### src/rtl/axi_wr_pad_pkg.sv
// Shared AXI constants and chunk arithmetic for the write-burst padder.
package axi_wr_pad_pkg;

   localparam logic [1:0] BURST_FIXED = 2'b00;
   localparam logic [1:0] BURST_INCR  = 2'b01;
   localparam logic [1:0] BURST_WRAP  = 2'b10;

   localparam logic [1:0] RESP_OKAY   = 2'b00;
   localparam logic [1:0] RESP_SLVERR = 2'b10;

   // Round a beat count up to a whole number of chunks (chunk_beats is a power of two).
   function automatic logic [8:0] round_up_chunks(input logic [8:0] beats,
                                                  input logic [8:0] chunk_beats);
      round_up_chunks = (beats + chunk_beats - 9'd1) & ~(chunk_beats - 9'd1);
   endfunction

endpackage

### src/rtl/axi_wr_pad_if.sv
// AXI4 write-channel bundle (AW, W, B) with master and slave views.
interface axi_wr_pad_if #(
   parameter int ADDRS        = 32,
   parameter int WIDTH        = 32,
   parameter int MASKS        = WIDTH / 8,
   parameter int AXI_ID_WIDTH = 4
);
   logic                    awvalid;
   logic                    awready;
   logic [ADDRS-1:0]        awaddr;
   logic [AXI_ID_WIDTH-1:0] awid;
   logic [7:0]              awlen;
   logic [1:0]              awburst;
   logic                    wvalid;
   logic                    wready;
   logic                    wlast;
   logic [MASKS-1:0]        wstrb;
   logic [WIDTH-1:0]        wdata;
   logic                    bvalid;
   logic                    bready;
   logic [1:0]              bresp;
   logic [AXI_ID_WIDTH-1:0] bid;

   modport master (
      output awvalid, awaddr, awid, awlen, awburst,
      output wvalid, wlast, wstrb, wdata,
      output bready,
      input  awready, wready, bvalid, bresp, bid
   );

   modport slave (
      input  awvalid, awaddr, awid, awlen, awburst,
      input  wvalid, wlast, wstrb, wdata,
      input  bready,
      output awready, wready, bvalid, bresp, bid
   );
endinterface

### src/rtl/axi_pad_calc.sv
// Combinational chunk-alignment arithmetic for one incoming AW request.
module axi_pad_calc
   import axi_wr_pad_pkg::*;
#(
   parameter int ADDRS       = 32,
   parameter int MASKS       = 4,
   parameter int CHUNK_BEATS = 4
) (
   input  logic [ADDRS-1:0] addr,
   input  logic [7:0]       len,
   input  logic [1:0]       burst,
   output logic [8:0]       lead,
   output logic [8:0]       tail,
   output logic [8:0]       padded,
   output logic [ADDRS-1:0] m_addr,
   output logic [7:0]       m_len,
   output logic             reject
);
   localparam int OB = $clog2(MASKS);
   localparam int CB = OB + $clog2(CHUNK_BEATS);
   localparam logic [ADDRS-1:0] CHUNK_MASK = ADDRS'((64'd1 << CB) - 64'd1);

   logic [8:0] total_s;

   // Beats before the payload, rounded burst size, and the aligned request.
   always_comb begin
      lead    = 9'(addr[CB-1:OB]);
      total_s = lead + 9'(len) + 9'd1;
      padded  = round_up_chunks(total_s, 9'(CHUNK_BEATS));
      tail    = padded - total_s;
      m_addr  = addr & ~CHUNK_MASK;
      m_len   = 8'(padded - 9'd1);
      reject  = (burst != BURST_INCR) || (padded > 9'd256);
   end
endmodule

### src/rtl/axi_wr_pad.sv
// Re-issues INCR write bursts as chunk-aligned bursts with zero-strobe padding.
module axi_wr_pad
   import axi_wr_pad_pkg::*;
#(
   parameter int ADDRS        = 32,
   parameter int WIDTH        = 32,
   parameter int MASKS        = WIDTH / 8,
   parameter int AXI_ID_WIDTH = 4,
   parameter int CHUNK_BEATS  = 4
) (
   input logic          clock,
   input logic          reset,
   axi_wr_pad_if.slave  s,
   axi_wr_pad_if.master m
);
   typedef enum logic [2:0] {
      ST_IDLE, ST_ADDR, ST_LEAD, ST_DATA, ST_TAIL, ST_RESP, ST_DROP, ST_ERR
   } state_t;

   state_t                  state_r, state_s;
   logic                    en_r;
   logic [ADDRS-1:0]        awaddr_r;
   logic [7:0]              awlen_r;
   logic [7:0]              len_r;
   logic [AXI_ID_WIDTH-1:0] id_r;
   logic [8:0]              lead_r, tail_r, padded_r;
   logic [8:0]              beat_r, pay_r;

   logic [8:0]              lead_s, tail_s, padded_s;
   logic [ADDRS-1:0]        maddr_s;
   logic [7:0]              mlen_s;
   logic                    reject_s;
   logic                    aw_fire_s, beat_fire_s, pay_fire_s;
   logic                    last_beat_s, last_pay_s;

   axi_pad_calc #(
      .ADDRS      (ADDRS),
      .MASKS      (MASKS),
      .CHUNK_BEATS(CHUNK_BEATS)
   ) u_calc (
      .addr  (s.awaddr),
      .len   (s.awlen),
      .burst (s.awburst),
      .lead  (lead_s),
      .tail  (tail_s),
      .padded(padded_s),
      .m_addr(maddr_s),
      .m_len (mlen_s),
      .reject(reject_s)
   );

   // State register; en_r holds s.awready low until the cycle after reset.
   always_ff @(posedge clock) begin
      if (reset) begin
         state_r <= ST_IDLE;
         en_r    <= 1'b0;
      end else begin
         state_r <= state_s;
         en_r    <= 1'b1;
      end
   end

   // Capture the legalised request on AW fire and count output/payload beats.
   always_ff @(posedge clock) begin
      if (reset) begin
         awaddr_r <= {ADDRS{1'b0}};
         awlen_r  <= 8'd0;
         len_r    <= 8'd0;
         id_r     <= {AXI_ID_WIDTH{1'b0}};
         lead_r   <= 9'd0;
         tail_r   <= 9'd0;
         padded_r <= 9'd0;
         beat_r   <= 9'd0;
         pay_r    <= 9'd0;
      end else if (aw_fire_s) begin
         awaddr_r <= maddr_s;
         awlen_r  <= mlen_s;
         len_r    <= s.awlen;
         id_r     <= s.awid;
         lead_r   <= lead_s;
         tail_r   <= tail_s;
         padded_r <= padded_s;
         beat_r   <= 9'd0;
         pay_r    <= 9'd0;
      end else begin
         if (beat_fire_s) beat_r <= beat_r + 9'd1;
         if (pay_fire_s)  pay_r  <= pay_r + 9'd1;
      end
   end

   // Next state and all channel outputs, including the zero-latency W/B relay.
   always_comb begin
      state_s     = state_r;
      aw_fire_s   = 1'b0;
      beat_fire_s = 1'b0;
      pay_fire_s  = 1'b0;
      last_beat_s = (beat_r == (padded_r - 9'd1));
      last_pay_s  = (pay_r == 9'(len_r));
      s.awready   = 1'b0;
      s.wready    = 1'b0;
      s.bvalid    = 1'b0;
      s.bresp     = RESP_OKAY;
      s.bid       = id_r;
      m.awvalid   = 1'b0;
      m.awaddr    = awaddr_r;
      m.awid      = id_r;
      m.awlen     = awlen_r;
      m.awburst   = BURST_INCR;
      m.wvalid    = 1'b0;
      m.wlast     = 1'b0;
      m.wstrb     = {MASKS{1'b0}};
      m.wdata     = {WIDTH{1'b0}};
      m.bready    = 1'b0;
      case (state_r)
         ST_IDLE: begin
            s.awready = en_r;
            if (s.awvalid && en_r) begin
               aw_fire_s = 1'b1;
               state_s   = reject_s ? ST_DROP : ST_ADDR;
            end else begin
               state_s = ST_IDLE;
            end
         end
         ST_ADDR: begin
            m.awvalid = 1'b1;
            if (m.awready) begin
               state_s = (lead_r == 9'd0) ? ST_DATA : ST_LEAD;
            end else begin
               state_s = ST_ADDR;
            end
         end
         ST_LEAD: begin
            m.wvalid = 1'b1;
            m.wlast  = last_beat_s;
            if (m.wready) begin
               beat_fire_s = 1'b1;
               state_s     = (beat_r == (lead_r - 9'd1)) ? ST_DATA : ST_LEAD;
            end else begin
               state_s = ST_LEAD;
            end
         end
         ST_DATA: begin
            m.wvalid = s.wvalid;
            s.wready = m.wready;
            m.wdata  = s.wdata;
            m.wstrb  = s.wstrb;
            m.wlast  = last_beat_s;
            if (s.wvalid && m.wready) begin
               beat_fire_s = 1'b1;
               pay_fire_s  = 1'b1;
               if (last_pay_s) begin
                  state_s = (tail_r == 9'd0) ? ST_RESP : ST_TAIL;
               end else begin
                  state_s = ST_DATA;
               end
            end else begin
               state_s = ST_DATA;
            end
         end
         ST_TAIL: begin
            m.wvalid = 1'b1;
            m.wlast  = last_beat_s;
            if (m.wready) begin
               beat_fire_s = 1'b1;
               state_s     = last_beat_s ? ST_RESP : ST_TAIL;
            end else begin
               state_s = ST_TAIL;
            end
         end
         ST_RESP: begin
            m.bready = s.bready;
            s.bvalid = m.bvalid;
            s.bresp  = m.bresp;
            if (m.bvalid && s.bready) begin
               state_s = ST_IDLE;
            end else begin
               state_s = ST_RESP;
            end
         end
         ST_DROP: begin
            s.wready = 1'b1;
            if (s.wvalid) begin
               pay_fire_s = 1'b1;
               state_s    = last_pay_s ? ST_ERR : ST_DROP;
            end else begin
               state_s = ST_DROP;
            end
         end
         ST_ERR: begin
            s.bvalid = 1'b1;
            s.bresp  = RESP_SLVERR;
            if (s.bready) begin
               state_s = ST_IDLE;
            end else begin
               state_s = ST_ERR;
            end
         end
         default: begin
            state_s = ST_IDLE;
         end
      endcase
   end
endmodule

### src/flat_wrapper.sv
// flat-port wrapper written by rule: the top's interface ports become plain ports
module axi_wr_pad_flat import axi_wr_pad_pkg::*;
#(
   parameter int ADDRS        = 32,
   parameter int WIDTH        = 32,
   parameter int MASKS        = WIDTH / 8,
   parameter int AXI_ID_WIDTH = 4,
   parameter int CHUNK_BEATS  = 4
)
  (clock, reset, s_awvalid, s_awaddr, s_awid, s_awlen, s_awburst, s_wvalid, s_wlast, s_wstrb, s_wdata, s_bready, s_awready, s_wready, s_bvalid, s_bresp, s_bid, m_awvalid, m_awaddr, m_awid, m_awlen, m_awburst, m_wvalid, m_wlast, m_wstrb, m_wdata, m_bready, m_awready, m_wready, m_bvalid, m_bresp, m_bid);
  axi_wr_pad_if #(.ADDRS(ADDRS), .WIDTH(WIDTH), .MASKS(MASKS), .AXI_ID_WIDTH(AXI_ID_WIDTH)) s_i ();
  axi_wr_pad_if #(.ADDRS(ADDRS), .WIDTH(WIDTH), .MASKS(MASKS), .AXI_ID_WIDTH(AXI_ID_WIDTH)) m_i ();
  input logic clock;
  input logic reset;
  input wire logic [$bits(s_i.awvalid)-1:0] s_awvalid;
  input wire logic [$bits(s_i.awaddr)-1:0] s_awaddr;
  input wire logic [$bits(s_i.awid)-1:0] s_awid;
  input wire logic [$bits(s_i.awlen)-1:0] s_awlen;
  input wire logic [$bits(s_i.awburst)-1:0] s_awburst;
  input wire logic [$bits(s_i.wvalid)-1:0] s_wvalid;
  input wire logic [$bits(s_i.wlast)-1:0] s_wlast;
  input wire logic [$bits(s_i.wstrb)-1:0] s_wstrb;
  input wire logic [$bits(s_i.wdata)-1:0] s_wdata;
  input wire logic [$bits(s_i.bready)-1:0] s_bready;
  output wire logic [$bits(s_i.awready)-1:0] s_awready;
  output wire logic [$bits(s_i.wready)-1:0] s_wready;
  output wire logic [$bits(s_i.bvalid)-1:0] s_bvalid;
  output wire logic [$bits(s_i.bresp)-1:0] s_bresp;
  output wire logic [$bits(s_i.bid)-1:0] s_bid;
  output wire logic [$bits(m_i.awvalid)-1:0] m_awvalid;
  output wire logic [$bits(m_i.awaddr)-1:0] m_awaddr;
  output wire logic [$bits(m_i.awid)-1:0] m_awid;
  output wire logic [$bits(m_i.awlen)-1:0] m_awlen;
  output wire logic [$bits(m_i.awburst)-1:0] m_awburst;
  output wire logic [$bits(m_i.wvalid)-1:0] m_wvalid;
  output wire logic [$bits(m_i.wlast)-1:0] m_wlast;
  output wire logic [$bits(m_i.wstrb)-1:0] m_wstrb;
  output wire logic [$bits(m_i.wdata)-1:0] m_wdata;
  output wire logic [$bits(m_i.bready)-1:0] m_bready;
  input wire logic [$bits(m_i.awready)-1:0] m_awready;
  input wire logic [$bits(m_i.wready)-1:0] m_wready;
  input wire logic [$bits(m_i.bvalid)-1:0] m_bvalid;
  input wire logic [$bits(m_i.bresp)-1:0] m_bresp;
  input wire logic [$bits(m_i.bid)-1:0] m_bid;
  assign s_i.awvalid = s_awvalid;
  assign s_i.awaddr = s_awaddr;
  assign s_i.awid = s_awid;
  assign s_i.awlen = s_awlen;
  assign s_i.awburst = s_awburst;
  assign s_i.wvalid = s_wvalid;
  assign s_i.wlast = s_wlast;
  assign s_i.wstrb = s_wstrb;
  assign s_i.wdata = s_wdata;
  assign s_i.bready = s_bready;
  assign s_awready = s_i.awready;
  assign s_wready = s_i.wready;
  assign s_bvalid = s_i.bvalid;
  assign s_bresp = s_i.bresp;
  assign s_bid = s_i.bid;
  assign m_awvalid = m_i.awvalid;
  assign m_awaddr = m_i.awaddr;
  assign m_awid = m_i.awid;
  assign m_awlen = m_i.awlen;
  assign m_awburst = m_i.awburst;
  assign m_wvalid = m_i.wvalid;
  assign m_wlast = m_i.wlast;
  assign m_wstrb = m_i.wstrb;
  assign m_wdata = m_i.wdata;
  assign m_bready = m_i.bready;
  assign m_i.awready = m_awready;
  assign m_i.wready = m_wready;
  assign m_i.bvalid = m_bvalid;
  assign m_i.bresp = m_bresp;
  assign m_i.bid = m_bid;
  axi_wr_pad #(.ADDRS(ADDRS), .WIDTH(WIDTH), .MASKS(MASKS), .AXI_ID_WIDTH(AXI_ID_WIDTH), .CHUNK_BEATS(CHUNK_BEATS)) u_core (.clock(clock), .reset(reset), .s(s_i), .m(m_i));
endmodule
### config.mk
export PLATFORM = sky130hd
export DESIGN_NAME = axi_wr_pad_flat
export DESIGN_NICKNAME = d
export VERILOG_FILES = /design/src/rtl/axi_wr_pad_pkg.sv /design/src/rtl/axi_wr_pad_if.sv /design/src/rtl/axi_pad_calc.sv /design/src/rtl/axi_wr_pad.sv /design/src/flat_wrapper.sv
export SDC_FILE = /design/constraint.sdc
export NUM_CORES = 1
export LEC_CHECK = 0
export ABC_AREA = 1
export BUFFER_PORTS_ARGS = -buffer_cell sky130_fd_sc_hd__buf_2
export CAP_MARGIN = 5
export CORE_AREA = 2 2 109 111
export CTS_CLUSTER_SIZE = 12
export DETAILED_ROUTE_END_ITERATION = 8
export DIE_AREA = 0 0 111 113
export PLACE_DENSITY = 0.86
export SLEW_MARGIN = 20
export SYNTH_ARGS = -nofsm -noshare
export SYNTH_HDL_FRONTEND = slang
export SYNTH_HIERARCHICAL = 1
export SYNTH_SLANG_ARGS = --single-unit
### constraint.sdc
create_clock -name clock -period 9.55 [get_ports clock]
set_input_delay 2.865 -clock clock [delete_from_list [all_inputs] [get_ports clock]]
set_output_delay 2.865 -clock clock [all_outputs]
set_load 0.005 [all_outputs]
==> results of run 1 <==
## layout make-up
cell class,instances,share of cell area
inverters,136,0.0703
well taps,143,0.0244
repair buffers,186,0.128
multi-input cells,650,0.457
flip-flops and latches,101,0.276
clock buffers,9,0.0307
clock inverters,7,0.0140
## tightest hold or removal path: stages, from the launching register on
cell and delay, ns:
dfxtp_1 0.31, nand2_1 0.06, a21oi_1 0.05
## sequential cells by signal (all words and copies together) (netlist names)
| name | cells |
|---|---|
| u_core/m.awid | 4 |
| u_core/beat_r | 9 |
| u_core/len_r | 8 |
| u_core/m.awaddr | 32 |
| u_core/state_r | 3 |
| u_core/m.awlen | 8 |
| u_core/tail_r | 9 |
| u_core/lead_r | 9 |
| u_core/en_r | 1 |
| u_core/pay_r | 9 |
| u_core/padded_r | 9 |
## power by group
part | leakage [nW] | switching (mW) | internal (mW)
sequential | 0.824 | 0.0183 | 0.448
combinational | 2.85 | 0.177 | 0.107
clock | 0.157 | 0.164 | 0.233
## per-stage QoR
| stage | cell area (µm²) | instances | hold slack (ns) | util | setup slack [ns] |
|---|---|---|---|---|---|
| floorplan | 6440 | 978 | 0.430 | - | 3.61 |
| global placement | 7010 | 1216 | 0.442 | 0.622 | 3.37 |
| detailed placement | 7010 | 1216 | 0.450 | 0.622 | 3.37 |
| CTS | 7340 | 1232 | 0.461 | 0.651 | 3.38 |
| global route | 7340 | 1232 | 0.481 | 0.651 | 3.33 |
| finish | 7340 | 1232 | 0.459 | 0.651 | 3.38 |
## layout by cell type, fill, tap and decap left out, drive strengths merged, types with 2 or more instances in the layout
cell type / Yosys / layout
clkbuf: 22 / 9
nand4: 9 / 9
a21oi: 96 / 96
buf: 69 / 186
and2: 3 / 3
nor2: 98 / 98
xnor2: 8 / 8
clkinv: 2 / 2
o21a: 2 / 2
xor2: 19 / 19
o21bai: 2 / 2
conb: 4 / 17
nand2: 205 / 205
nor3: 12 / 12
bufinv: 0 / 2
ha: 15 / 15
or2: 2 / 2
dfxtp: 101 / 101
inv: 134 / 138
nand3: 112 / 112
and3: 2 / 2
o21ai: 41 / 41
## worst max path at each step
stage	startpoint	end	slack, ns	depth (start not counted)
global placement	m_wready	s_wready	3.37	4
global route	m_wready	s_wready	3.33	4
floorplan	m_bvalid	s_bvalid	3.61	2
detailed placement	m_wready	s_wready	3.37	4
finish	m_wready	s_wready	3.38	4
CTS	m_wready	s_wready	3.38	4
## routing by layer
layer  GRT usage  vias up  routed length [µm]
met5           0        -                   0
met4      0.0908        0                 339
met3      0.0487       22                 906
met2       0.449      187                7580
met1       0.265     2789                6270
li1            -     3227                   -
## Yosys cell counts (8+ instances only)
library cell  number  area share
a21oi_1           96       0.075
buf_2              9      0.0070
buf_4             55       0.065
clkbuf_1          21       0.012
dfxtp_1          101        0.32
ha_1              15       0.029
inv_1            127       0.075
nand2_1          188        0.11
nand2_2           12       0.012
nand3_1          103       0.081
nor2_1            90       0.053
nor3_1            11      0.0086
o21ai_0           39       0.031
xnor2_1            8       0.011
xor2_1            18       0.025
## logic make-up (layout without fill, tap and decap cells)
family | Yosys count | after routing | share of synthesized area
and+or+nand+nor | 446 | 446 | 0.326
buffers and inverters | 227 | 338 | 0.168
AOI/OAI and AO/OA | 144 | 144 | 0.116
DFF | 101 | 101 | 0.316
xor gates and xnor gates | 27 | 27 | 0.0382
adders and majority gates | 16 | 16 | 0.0325
other | 4 | 17 | 0.00235
==> results by group, run 1 <==
Route
  – Via count: around 6.2k
  – DR pass1 iterations: 5
  – Starting DRT DRC Count: roughly 280
  – Vias per cell: around 5.1
  – Post-route ant nets: 0
  – DRC: 0
  – Post-Route WL: ~15 mm
  – Avg WL per Cell: around 12 µm

Job
  – Number of max-cap violations: 0

Setup path
  – Crit-path max cell delay: around 0.15 ns
  – CP Max Fanout: 6
  – R2r setup slk: ~6.9 ns
  – Critical path's top delay family: buffers and inverters
  – Critical path class: input port to output pin
  – CP dominant cell by count: buf_2
  – CP max-delay cell: buf_2
  – Worst Reg-to-Reg Cells: 7
  – Required @ worst endpoint: about 6.7 ns
  – Launching point of the worst reg2reg path: u_core/state_r[2]
  – CP bufs+invs: 2
  – Startpoint types: input port
  – Crit end category: output pin
  – RR Endpoint: u_core/lead_r[1]
  – Worst EP arrival: approximately 3.3 ns
  – Crit-path cells: buf_2, nand2_1, o21ai_0, buf_2

Logic synthesis
  – Share of synthesized registers carrying an async set or reset: 0
  – Sequential share of the synthesized area: 0.316
  – Synthesized area per cell: 6.63 µm²
  – Synth Register Bits: between 100 and 150
  – Cell Area, Synth: around 6400 µm²
  – Number of synthesized flops with an enable pin: 0
  – Synth Flop Type: dfxtp_1
  – Synth Warn #: 6
  – Mapped Cells: about 970
  – Synth unique cells: 48

Clock tree
  – Cts hold-fix bufs: 0
  – Clock sinks: a little over 100
  – Clk pin slew, worst setup/hold paths: ~0.07 ns
  – Worst skew pair latency: 0.34 ns
  – Clock buffer depth: 2
  – Cts repair resizes: 0
  – CTS root buf: clkbuf_16
  – Htree depth: 3
  – CTS tree: built
  – Num CTS Buffers: 9
  – Postcts setup bufs: 0

Status
  – Status: finished, final reports clean

Global routing
  – Initial antenna violation count: 0
  – Largest net degree at the start of global routing: 77
  – Wire length of the first global-routing pass: 25.3 mm
  – Number of global-route vias before repair: approximately 5.7k
  – Tot GR Track Use: 0.239
  – Gr ovfl total: 0

Place
  – Number of port buffers: between 150 and 200
  – HPWL after detailed placement: roughly 11 mm
  – RePlAce Congestion: 0.879

Timing
  – Least-Margin Pin Slew: just over 0.7 ns
  – Final Hold Vio Count: 0
  – Slew Limit Fails: 0
  – Max Clock Skew: about 0.0073 ns
  – Max Clock Freq: 162 MHz
  – Fin Setup TNS: 0 ns
  – Relative slew slack: 0.513
  – Final min period: 6.17 ns
  – Period utilization: 0.646
  – Setup-failing EPs final: 0
  – RSZ-0062 raised after global routing: false

Power and ir drop
  – Worst VDD drop: 0.121 mV
  – Pwr Total: around 1.1 mW
  – Leak pwr: about 3.8 nW
  – PwrDens: 157 nW/µm²

Hold path
  – Hold crit path type: register to register
  – Hold_sp: u_core/m.awaddr[12]
  – Hold path cells: 2
  – Hold EP: u_core/m.awaddr[12]

Floorplanning
  – Core ar.: approximately 11000 µm²
  – Initial core utilization: 0.567
  – Rows: 39
  – Die area: ~13000 µm²
  – I/O pins: 192
  – Die Y: approximately 110 µm
  – Chip width: between 100 and 150 µm

Cells and area
  – Fill cells: between 1k and 1.5k
  – N_diodes: 0
  – Multi-input logic area: 3350 µm²
  – Share of cells above drive strength 1: 0.232
  – Register area: just over 2000 µm²
  – Area grow syn2layout: 14.7%
  – Nets: about 1.2k
Note: power is estimated with default switching activity, not from simulation.
==> run 2, diff against run 1 <==
--- a/config.mk
+++ b/config.mk
@@ -8,11 +8,11 @@
 export ABC_AREA = 1
 export BUFFER_PORTS_ARGS = -buffer_cell sky130_fd_sc_hd__buf_2
 export CAP_MARGIN = 5
-export CORE_AREA = 2 2 109 111
+export CORE_AREA = 2 2 119 121
 export CTS_CLUSTER_SIZE = 12
 export DETAILED_ROUTE_END_ITERATION = 8
-export DIE_AREA = 0 0 111 113
-export PLACE_DENSITY = 0.86
+export DIE_AREA = 0 0 121 123
+export PLACE_DENSITY = 0.77
 export SLEW_MARGIN = 20
 export SYNTH_ARGS = -nofsm -noshare
 export SYNTH_HDL_FRONTEND = slang
==> constraint.sdc (replaced) <==
create_clock -name clock -period 5.2 [get_ports clock]
set_input_delay 1.56 -clock clock [delete_from_list [all_inputs] [get_ports clock]]
set_output_delay 1.56 -clock clock [all_outputs]
set_load 0.005 [all_outputs]
==> run 2 against run 1 <==
- worst hold slack got worse by 0.0017 ns
- global-route usage decreased by 3.8 points
- routed wire length increased by 0.17%
- register-to-register slack got worse by 4.6 ns
- sequential share of layout area decreased by 0.12 points
- non-clock buffer count increased by 1
- highest routed layer unchanged
- combinational power increased by 86%
- clock-buffer cell count increased by 1
- power increased by 81%
- sequential cell count unchanged
==> results by group, run 2 (synthesized netlist as in run 1, its figures left out) <==
Timing
  – Max Clock Skew: 0.00870 ns (+0.00139 ns)
  – RSZ-0062 raised after global routing: false
  – Relative slew slack: 0.585 (+0.0720)
  – Setup-failing EPs final: 0 (unchanged)
  – Max Clock Freq: 244 MHz
  – Final min period: slightly above 4 ns
  – Slew Limit Fails: 0 (unchanged)
  – Final Hold Vio Count: 0 (unchanged)
  – Least-Margin Pin Slew: 0.623 ns (-0.104 ns)
  – Period utilization: 0.789
  – Worst Slack Setup Final: 1.10 ns (-2.28 ns)
  – Fin Setup TNS: 0 ns (unchanged)

Setup path
  – Launching point of the worst reg2reg path: u_core/state_r[1]
  – Critical path class: input port to register
  – CP Max Fanout: 6 (unchanged)
  – Crit end category: register
  – Worst setup path start: s_awaddr[2]
  – Required @ worst endpoint: 5.41 ns (-1.28 ns)
  – Startpoint types: input port
  – Worst EP arrival: 4.31 ns (+1.00 ns)

Job
  – Number of max-cap violations: 0 (unchanged)

Cells and area
  – Commonest non-fill, non-tap cells in the layout: 188 x nand2_1, 182 x buf_2, 127 x inv_1
  – Area grow syn2layout: 15.2%
  – Largest register FFs: 32 (unchanged)
  – Nets: 1198 (+0.084%)
  – Most common cell after layout, fill and taps aside: nand2_1
  – Multi-input logic area: 3350 µm² (unchanged)
  – N_diodes: 0 (unchanged)
  – Fill cells: 1319 (+31%)
  – Register area: 2020 µm² (unchanged)
  – Share of cells above drive strength 1: 0.232 (about the same)
  – Final cell count without fillers: 1270 (+3.1%)

Power and ir drop
  – Sw Ratio: 0.325 (+0.0120)
  – Worst VDD drop: 0.145 mV (+20%)
  – Combinational share of power: 0.254 (+0.007)
  – Clk pwr share: 0.334 (-0.012)
  – Internal power: 1.40 mW (+78%)
  – Sequential Power Share: 0.412 (+0.006)
  – Psw: 0.676 mW (+88%)
  – PwrDens: 282 nW/µm² (+80%)
  – Leak pwr: 3.83 nW (about the same)

Global routing
  – Tot GR Track Use: 0.201 (-0.0380)
  – Wire length of the first global-routing pass: 24.8 mm (-2.2%)
  – Initial antenna violation count: 0 (unchanged)
  – Gr ovfl total: 0 (unchanged)
  – Largest net degree at the start of global routing: 60 (-22%)
  – Number of global-route vias before repair: 5635 (-1.4%)

Route
  – DRC: 0 (unchanged)
  – Starting DRT DRC Count: 246 (-12%)
  – Avg WL per Cell: 11.9 µm (-2.8%)
  – Post-Route WL: 15.1 mm (+0.17%)
  – Vias per cell: 4.88 (-3.3%)
  – Post-route ant nets: 0 (unchanged)
  – DR pass1 iterations: 5 (unchanged)
  – Via count: 6203 (-0.35%)

Clock tree
  – Clock sinks: 101 (unchanged)
  – Cts repair resizes: 0 (unchanged)
  – CTS root buf: clkbuf_16
  – Clock buffer depth: 2 (unchanged)
  – Worst skew pair latency: 0.34 ns (about the same)
  – Htree depth: 3 (unchanged)
  – CTS tree: built
  – Postcts setup bufs: 0 (unchanged)
  – Num CTS Buffers: 9 (unchanged)
  – Cts hold-fix bufs: 0 (unchanged)
  – Clk pin slew, worst setup/hold paths: 0.07 ns (about the same)

Place
  – Number of port buffers: 182 (unchanged)
  – Placed Cells: 1254 (+3.1%)
  – HPWL after detailed placement: 11.0 mm (+1.2%)
  – Placement Setup Slack: 0.855 ns (-2.52 ns)
  – RePlAce Congestion: 0.864 (-1.7%)

Floorplanning
  – Core ar.: 13600 µm² (+21%)
  – I/O pins: 192 (unchanged)
  – Rows: 43 (+10%)
  – Die Y: 123 µm (+8.8%)
  – Initial core utilization: 0.470 (-0.0975)
  – Chip width: 121 µm (+9.0%)
  – Die area: 14900 µm² (+19%)

Hold path
  – Hold crit path type: register to register
  – Hold_sp: u_core/tail_r[6]

Status
  – Status: finished, final reports clean
[run 2: cell types whose count changed in the layout (fill, tap and decap cells not counted)]
cell        previous run  this run
clkinv_8               0         1
buf_4                  4         5
clkbuf_1               0         1
clkinv_2               0         1
inv_6                  4         3
bufinv_16              2         1
clkinvlp_4             1         0
[run 2: area by class of cell]
type | count | share of cell area
Tap cell | 180 | 0.0306
Timing Repair Buffer | 187 | 0.129
Inverter | 136 | 0.0699
Multi-Input combinational cell | 650 | 0.455
Sequential cell | 101 | 0.274
Clock inverter | 6 | 0.0105
Clock buffer | 10 | 0.0311
[run 2: per-stage QoR]
step                area, µm²  total power, mW  utilization  hold slack [ns]
finish                   7370             2.08        0.541            0.458
global route             7370             2.20        0.541            0.480
CTS                      7370             2.09        0.541            0.456
detailed placement       7060             1.39        0.519            0.445
global placement         7060             1.38        0.519            0.443
floorplan                6440             1.27            -            0.430
[run 2: worst paths after layout]
| path | slack [ns] | to | depth (start not counted) |
|---|---|---|---|
| max | 1.10 | u_core/tail_r[8] | 20 |
| min | 0.46 | u_core/tail_r[6] | 2 |
| max reg2reg | 2.27 | u_core/pay_r[1] | 8 |
| min reg2reg | 0.46 | u_core/tail_r[6] | 2 |
[run 2: worst max-delay path: stages]
cell	delay, ns
buf_2	0.09
inv_1	0.05
ha_1	0.20
fa_1	0.51
ha_1	0.17
inv_1	0.09
ha_1	0.45
inv_1	0.10
nand2_1	0.10
nand2_1	0.08
nor2_1	0.13
nand3_1	0.09
nand2_1	0.10
nand2_1	0.06
nand2_1	0.09
nand2_1	0.07
nand3_1	0.07
nand2_1	0.05
o21ai_0	0.18
a21oi_1	0.07
[run 2: power groups by stage]
| stage | Combinational, mW | Sequential (mW) | Clock [mW] |
|---|---|---|---|
| after floorplan | 0.401 | 0.871 | 0 |
| after global placement | 0.512 | 0.873 | 0 |
| after detailed placement | 0.520 | 0.874 | 0 |
| after CTS | 0.524 | 0.857 | 0.710 |
| after global routing | 0.602 | 0.863 | 0.738 |
| final | 0.528 | 0.857 | 0.694 |
[run 2: metal layers]
| metal | GRT usage | part of all wire |
|---|---|---|
| met1 | 0.239 | 0.44 |
| met2 | 0.369 | 0.49 |
| met3 | 0.0295 | 0.058 |
| met4 | 0.0669 | 0.018 |
| met5 | 0 | 0 |
==> run 3, diff against run 2 <==
==> constraint.sdc (replaced) <==
create_clock -name clock -period 3.35 [get_ports clock]
set_input_delay 1.005 -clock clock [delete_from_list [all_inputs] [get_ports clock]]
set_output_delay 1.005 -clock clock [all_outputs]
set_load 0.005 [all_outputs]
==> run 3 against run 2 <==
- first-iteration DRC count rose by 38%
- cell area rose by 6.8%
- routed wire length rose by 5.6%
- die area is the same
- clock skew shrank 0.0028 ns
- utilization up 3.7 points
- register-to-register slack worse by 0.89 ns
- sequential share of layout area fell by 1.7 points
- critical path type unchanged
- largest cell class unchanged
==> results by group, run 3 (synthesized netlist as in run 1, its figures left out) <==
Global routing
  – GR Layer Usage met3: 0.0327 (+0.00323)
  – Met2 usage: 0.385 (+0.0158)
  – Number of global-route vias before repair: 5820 (+3.3%)
  – Tot GR Track Use: 0.206 (+0.00511)
  – Largest net degree at the start of global routing: 58 (-3.3%)
  – GR peak layer: met2
  – Wire length of the first global-routing pass: 25.3 mm (+2.1%)
  – Gr ovfl total: 0 (unchanged)
  – Initial antenna violation count: 0 (unchanged)
  – Met1 usage: 0.243 (+0.00400)

Place
  – Placed Cells: 1293 (+3.1%)
  – Number of port buffers: 182 (unchanged)
  – RePlAce Congestion: 0.854 (-1.2%)
  – Placement Setup Slack: -0.285 ns (-1.14 ns)
  – HPWL after detailed placement: 11.4 mm (+3.4%)

Cells and area
  – Fill cells: 1282 (-2.8%)
  – Commonest non-fill, non-tap cells in the layout: 182 x buf_2, 180 x nand2_1, 122 x inv_1
  – Most common cell after layout, fill and taps aside: buf_2
  – N_diodes: 0 (unchanged)
  – Nets: 1242 (+3.7%)
  – Register area: 2020 µm² (unchanged)
  – Area grow syn2layout: 23.1%
  – Share of cells above drive strength 1: 0.284 (+0.0518)
  – Multi-input logic area: 3490 µm² (+4.0%)
  – Final cell count without fillers: 1314 (+3.5%)
  – Largest register FFs: 32 (unchanged)

Floorplanning
  – Die Y: 123 µm (unchanged)
  – Die area: 14900 µm² (unchanged)
  – I/O pins: 192 (unchanged)
  – Chip width: 121 µm (unchanged)
  – Core ar.: 13600 µm² (unchanged)
  – Initial core utilization: 0.470 (unchanged)
  – Rows: 43 (unchanged)

Clock tree
  – CTS tree: built
  – Cts hold-fix bufs: 0 (unchanged)
  – CTS root buf: clkbuf_16
  – Worst skew pair latency: 0.34 ns (about the same)
  – Clock buffer depth: 2 (unchanged)
  – Htree depth: 3 (unchanged)
  – Clk pin slew, worst setup/hold paths: 0.07 ns (about the same)
  – Num CTS Buffers: 9 (unchanged)
  – Clock sinks: 101 (unchanged)

Route
  – DRC: 0 (unchanged)
  – Post-Route WL: 16.0 mm (+5.6%)
  – Via count: 6381 (+2.9%)
  – Starting DRT DRC Count: 340 (+38%)
  – Avg WL per Cell: 12.2 µm (+2.1%)
  – Post-route ant nets: 0 (unchanged)
  – DR pass1 iterations: 5 (unchanged)
  – Vias per cell: 4.86 (-0.58%)

Status
  – Status: finished, final reports clean

Timing
  – Final Hold Vio Count: 0 (unchanged)
  – Setup-failing EPs final: 0 (unchanged)
  – Least-Margin Pin Slew: 0.610 ns (-0.0123 ns)
  – Max Clock Skew: 0.00591 ns (-0.00278 ns)
  – Final min period: roughly 3.3 ns
  – Fin Setup TNS: 0 ns (unchanged)
  – Hold Slack: 0.455 ns (-0.00213 ns)
  – Slew Limit Fails: 0 (unchanged)
  – Period utilization: 0.985
  – Max Clock Freq: ~300 MHz
  – Worst Slack Setup Final: 0.0517 ns (-1.05 ns)
  – Relative slew slack: 0.593 (+0.00819)

Job
  – Number of max-cap violations: 0 (unchanged)

Setup path
  – Critical path class: input port to register
  – CP dominant cell by count: nand2_1
  – Crit-path max cell delay: 0.59 ns (+0.08 ns)
  – CP bufs+invs: 4 (unchanged)
  – Critical path's top delay family: adder cells
  – Required @ worst endpoint: 3.57 ns (-1.84 ns)
  – Worst EP arrival: 3.52 ns (-0.79 ns)
  – CP Max Fanout: 4 (-2)
  – CP max-delay cell: fa_2
  – Startpoint types: input port
  – Crit end category: register
  – Crit-path cells: buf_2, inv_1, ha_2, fa_2, ha_4, inv_2, ha_4, inv_1, nand2_1, nand2_2, nor2_4, nand3_1, nand2_1, nand2_1, nand2_2, nand2_2, nand3_1, nand2_1, o21ai_1, a21oi_1

Power and ir drop
  – Leak pwr: 4.05 nW (+5.8%)
  – Worst VDD drop: 0.333 mV (+130%)
  – PwrDens: 442 nW/µm² (+57%)

Hold path
  – Hold crit path type: register to register
## run 3: cell types whose count changed in the layout (fill, tap and decap cells not counted), sizes merged
cell	before	now
bufinv	1	2
buf	187	231
clkinvlp	0	1
clkbuf	10	9
clkinv	4	3
## run 3: per-layer routing
layer,wire [µm],vias to the layer above
li1,-,3316
met1,6790,2900
met2,8210,156
met3,883,9
met4,84,0
met5,0,-
## run 3: cell type report
type,instances,share of cell area
clock buffers,9,0.0286
flip-flops and latches,101,0.257
repair buffers,231,0.162
inverters,136,0.0655
well taps,180,0.0286
clock inverters,7,0.0149
multi-input cells,650,0.443
## run 3: repair_timing
| action | 4_1_cts | 5_1_grt |
|---|---|---|
| endpoints found under the setup margin | 0 | 10 |
| setup buffers | 0 | 5 |
| gates resized for setup | 0 | 30 |
## run 3: worst paths after layout
check,to,cells past startpoint,start,slack (ns)
max,u_core/tail_r[8],20,s_awaddr[2],0.05
min reg2reg,u_core/tail_r[6],2,u_core/tail_r[6],0.46
min,u_core/tail_r[6],2,u_core/tail_r[6],0.46
max reg2reg,u_core/state_r[0],14,u_core/lead_r[0],1.38
## run 3: power breakdown
part           internal [mW]  switching, mW
logic                  0.409          0.553
clock network          0.678          0.512
registers               1.28         0.0528
## run 3: per-stage QoR
step,power (mW),util,area (µm²)
after floorplan,1.98,-,6440
after global placement,2.23,0.540,7360
after detailed placement,2.25,0.540,7360
after CTS,3.44,0.566,7700
after global routing,3.67,0.578,7870
final,3.48,0.578,7870
## run 3: worst reg2reg max path, cell delays in order (launching register included)
cell and delay (ns):
dfxtp_1 0.32, inv_1 0.15, ha_1 0.33, nand2_1 0.09, nor2_1 0.28, nand2_1 0.14, nand3_1 0.11, nand2_1 0.07
nor2_1 0.11, nand4_1 0.08, nand2_1 0.07, nand2_1 0.05, nand3_1 0.06, nand2_1 0.05, inv_1 0.05
